**src/rtl/alu_div_pkg.sv**
```systemverilog
// Shared types and constants for the sequential ALU divider.
// Holds the FSM encoding, iteration count and magnitude helper.
package alu_div_pkg;

  localparam int WIDTH      = 32;
  localparam int ITER_COUNT = 32;
  localparam int CNT_W      = 6;

  typedef enum logic [1:0] {
    IDLE,
    BUSY,
    FIX,
    DONE
  } state_t;

  // One extra bit keeps |-2^31| exact.
  function automatic logic [WIDTH:0] mag33(
    input logic [WIDTH-1:0] x
  );
    logic [WIDTH:0] e;
    e = {x[WIDTH-1], x};
    return x[WIDTH-1] ? -e : e;
  endfunction

endpackage

```
**src/rtl/div_step.sv**
```systemverilog
// One restoring-division step: shift in a dividend bit,
// trial-subtract the divisor magnitude, restore on borrow.
module div_step #(
  parameter int WIDTH = alu_div_pkg::WIDTH
) (
  input  logic [WIDTH-1:0] rem_in,
  input  logic             bit_in,
  input  logic [WIDTH:0]   dvs,
  output logic [WIDTH-1:0] rem_out,
  output logic             qbit
);

  logic [WIDTH:0] shifted;

  always_comb begin
    shifted = {rem_in, bit_in};
    qbit    = shifted >= dvs;
    rem_out = qbit ? WIDTH'(shifted - dvs)
                   : shifted[WIDTH-1:0];
  end

endmodule

```
**src/rtl/divider_32_seq.sv**
```systemverilog
// Sequential signed 32-bit divider, one quotient bit per clock.
// Quotient truncates toward zero; remainder follows the dividend sign.
module divider_32_seq #(
  parameter int WIDTH = alu_div_pkg::WIDTH
) (
  input  logic             clk,
  input  logic             rst,
  input  logic             ena,
  input  logic             start,
  input  logic [WIDTH-1:0] a,
  input  logic [WIDTH-1:0] b,
  output logic [WIDTH-1:0] q,
  output logic [WIDTH-1:0] r,
  output logic             dne
);

  import alu_div_pkg::*;

  state_t           state;
  logic [CNT_W-1:0] cnt;
  logic [WIDTH-1:0] rem;
  logic [WIDTH-1:0] dvd;
  logic [WIDTH:0]   dvs;
  logic             qneg;
  logic             rneg;
  logic [WIDTH-1:0] rem_nxt;
  logic             qbit;

  div_step #(
    .WIDTH(WIDTH)
  ) u_step (
    .rem_in (rem),
    .bit_in (dvd[WIDTH-1]),
    .dvs    (dvs),
    .rem_out(rem_nxt),
    .qbit   (qbit)
  );

  always_ff @(posedge clk or negedge rst) begin
    if (!rst) begin
      state <= IDLE;
      cnt   <= '0;
      rem   <= '0;
      dvd   <= '0;
      dvs   <= '0;
      qneg  <= 1'b0;
      rneg  <= 1'b0;
      q     <= '0;
      r     <= '0;
      dne   <= 1'b0;
    end else if (ena) begin
      if (start) begin
        dvd   <= WIDTH'(mag33(a));
        dvs   <= mag33(b);
        // b=0 leaves the all-ones magnitude unnegated
        qneg  <= (a[WIDTH-1] ^ b[WIDTH-1]) & (|b);
        rneg  <= a[WIDTH-1];
        rem   <= '0;
        cnt   <= '0;
        dne   <= 1'b0;
        state <= BUSY;
      end else begin
        unique case (state)
          BUSY: begin
            rem <= rem_nxt;
            dvd <= {dvd[WIDTH-2:0], qbit};
            cnt <= cnt + 1'b1;
            if (cnt == CNT_W'(ITER_COUNT - 1))
              state <= FIX;
          end
          FIX: begin
            q     <= qneg ? -dvd : dvd;
            r     <= rneg ? -rem : rem;
            dne   <= 1'b1;
            state <= DONE;
          end
          IDLE: ;
          DONE: ;
        endcase
      end
    end
  end

endmodule

```
**config.mk**
```make
export PLATFORM = sky130hd
export DESIGN_NAME = divider_32_seq
export DESIGN_NICKNAME = d
export VERILOG_FILES = /design/src/rtl/alu_div_pkg.sv /design/src/rtl/div_step.sv /design/src/rtl/divider_32_seq.sv
export SDC_FILE = /design/constraint.sdc
export NUM_CORES = 1
export LEC_CHECK = 0
export ABC_AREA = 1
export CAP_MARGIN = 20
export CORE_ASPECT_RATIO = 1.2
export CORE_UTILIZATION = 40
export DETAILED_ROUTE_END_ITERATION = 12
export DONT_BUFFER_PORTS = 1
export GPL_TIMING_DRIVEN = 0
export SLEW_MARGIN = 20
export SYNTH_ARGS = -nofsm -noshare
export SYNTH_HDL_FRONTEND = slang
export SYNTH_HIERARCHICAL = 1
export SYNTH_SLANG_ARGS = --single-unit
```
**constraint.sdc**
```tcl
create_clock -name clk -period 6.1 [get_ports clk]
set_input_delay 1.83 -clock clk [delete_from_list [all_inputs] [get_ports clk]]
set_output_delay 1.83 -clock clk [all_outputs]
set_load 0.05 [all_outputs]
```
==> impl_metrics.ini <==
[setup_path]
setup.worst_path.end_class = primary output
critPathLaunchType = register
critical_path_depth = 0
endpoint = r[10]
rrSetupSlack_ns = 3.55
timing.critical_path.from = r[10]
reg2reg_depth = 14
worstSetupPathType = register to primary output
reg2reg_from = rem[20]
crit_arrival_ns = 1.22
critical_path_required_ns = 4.27
reg2reg_to = rem[1]
cp_max_fo = 2

[timing]
tightest_slew_ns = 0.715
hold_violations = 0
setup_viol = 0
hold_slack_ns = 0.482
finalCritPeriodShare_pct = 49.9
drv_slew = 0
clock.fmax_mhz = 328
tns_ns = 0
worst_slack_ns = 3.05
layout_min_cycle_time_ns = 3.05
max-slew-margin-rel_pct = 52.3
fin_worst_skew_ns = 0.0170
rsz0062_at_grt = no

[drt]
num_vias = 13348
vias_per_cell = 5.08
drtIter0Drc = 794
route.detailed.drc = 0
routed_wl_um = 44800
ant_nets = 0
post_drt_wl_per_cell_um = 17.0
first_pass_iters = 6

[yosys]
synth_top_flop_cell = dfrtp_1
syn_area_mm2 = 0.0136
ys_warn_count = 6
async_flop_share_pct = 100
ys_seq_elements = 172
postSynthCellCount = 2148
synth-edff-count = 0
synth_nets = 2255
ys_types = 48
synth_area_per_cell_um2 = 6.31
yosysSeqAreaShare_pct = 31.7

[cells_and_area]
final_util_pct = 44.3
syn_to_final_growth_pct = 8.55
final_common_cell = nand2_1
nets = 2274
drive_above_1_share_pct = 6.51
final_cell_mix = nand2_1 (761), inv_1 (303), nand3_1 (269)
design_area_mm2 = 0.0147
nFillCells = 3612
finalNonFillerCells = 2630
antenna_cells = 0

[power_and_ir_drop]
p_comb_share_pct = 52.6
max-vdd-ir-drop_mv = 0.218
p_int_mw = 2.90
powerDensity_mw_per_mm2 = 403
power_frac_clock_pct = 18.4
seq_power_share_pct = 29.0
report.power.total_mw = 5.94
swShare_pct = 51.2
net-switching-power_mw = 3.04
leakage_nw = 8.00

[clocking]
cts_made_buffers = 17
cts-root-buf = clkbuf_16
clk_latency_ns = 0.46
cts.sinks = 172
cts_max_level = 4
cts_tree = built
hold_buffers = 0
clkSlewWorstSetupHoldPaths_ns = 0.08
cts_setup_buffers = 0
cts_max_path_buffers = 2
cts_resized = 0

[place]
port_buffers = 0
dp_slack_ns = 2.78
place_congestion = 0.943
hpwl_um = 36800
dp_cells = 2598
postPlaceCellArea_mm2 = 0.0141

[die]
rows = 73
core_area_mm2 = 0.0332
initial_core_util_pct = 40.8
die_y_um = 204
dieArea_mm2 = 0.0346
ios = 133
fp.dieW_um = 170

[run]
cap_viol_max_count = 0

[grt]
grt_max_degree = 173
track_usage_pct = 26.9
grt_antenna_before_repair = 0
overflow = 0
grt_pass1_vias = 13214
grt_pass1_wl_um = 70900

[run_status]
outcome = complete, no violations

[hold_path]
hp-class = register to register
how the worst min path moves through the flow:
stage | endpoint | cells after the start | from | slack (ns)
finish | dvs[21] | 2 | dvs[21] | 0.48
global route | dvs[26] | 2 | dvs[26] | 0.51
CTS | dvs[21] | 2 | dvs[21] | 0.48
detailed placement | dvs[21] | 2 | dvs[21] | 0.47
global placement | dvs[16] | 2 | dvs[16] | 0.47
floorplan | dvs[16] | 2 | dvs[16] | 0.45
state kept, by name, summed over array words and instances, names as in the netlist, 2 cells and up:
name / count
cnt: 6
dvs: 33
state: 2
dvd: 32
rem: 32
r: 32
q: 32
synth_stat cells, types with 2 or more instances:
cell	n	area, um2
a31oi_1	3	18.8
o21ai_2	2	17.5
o31ai_1	2	15.0
nand3b_1	3	22.5
buf_4	3	22.5
buf_2	29	145
nor2_1	133	499
clkbuf_1	30	113
nor2_4	10	113
o21bai_1	2	15.0
nand4_1	25	156
ha_1	38	475
nor3_1	16	80.1
a21oi_1	65	325
o221ai_1	4	35.0
o21ai_0	122	611
xnor2_1	4	35.0
nand3b_2	2	22.5
or2_4	2	17.5
inv_2	7	26.3
o31ai_2	2	25.0
nor2_2	15	93.8
xor2_1	54	473
o21ai_1	10	50.1
and2_1	5	31.3
buf_6	5	56.3
inv_1	303	1140
a22oi_1	2	15.0
nand2_1	761	2860
nand2_2	14	87.6
clkinv_1	2	7.51
nand3_2	2	20.0
and3_1	2	12.5
dfrtp_1	172	4300
o211ai_1	4	30.0
nor3_2	6	60.1
nand3_1	269	1350
nand2_4	8	90.1
power by group through the flow:
stage | registers [mW] | logic (mW) | clock network [mW]
2_1_floorplan | 1.64 | 2.36 | 0
3_3_place_gp | 1.74 | 3.07 | 0
3_5_place_dp | 1.74 | 3.09 | 0
4_1_cts | 1.72 | 3.11 | 1.11
5_1_grt | 1.75 | 3.56 | 1.15
6_report | 1.72 | 3.12 | 1.09
cells by family after synthesis:
kind of cell    synth area share (%)
buf+inv                         11.1
compound gates                  8.65
flops                           31.7
xor+xnor                        3.75
simple gates                    41.1
fa+ha+maj                       3.65
worst reg2reg max path, delay by kind of cell (launching register included):
family / cells / cell delay (ns)
flops: 1 / 0.45
simple gates: 11 / 1.31
fa+ha+maj: 1 / 0.45
compound gates: 1 / 0.11
buf+inv: 1 / 0.15
area by class of cell:
class / instances / area [um2] / share of cell area [%]
tap: 450 / 563 / 3.83
inverter: 312 / 1170 / 7.96
buffer: 68 / 340 / 2.31
clock inverter: 15 / 170 / 1.16
multi-input combinational: 1596 / 7740 / 52.6
clock buffer: 17 / 425 / 2.89
sequential: 172 / 4300 / 29.2
layer usage:
| metal | vias to the layer above | global-route usage (%) | part of all wire, % | wire, um |
|---|---|---|---|---|
| met2 | 325 | 49.6 | 51 | 22900 |
| met4 | 0 | 12.5 | 4.4 | 1970 |
| li1 | 6819 | - | - | - |
| met3 | 84 | 5.05 | 5.4 | 2410 |
| met5 | - | 0 | 0 | 0 |
| met1 | 6120 | 29.5 | 39 | 17500 |
(Power assumes the default switching activity.)
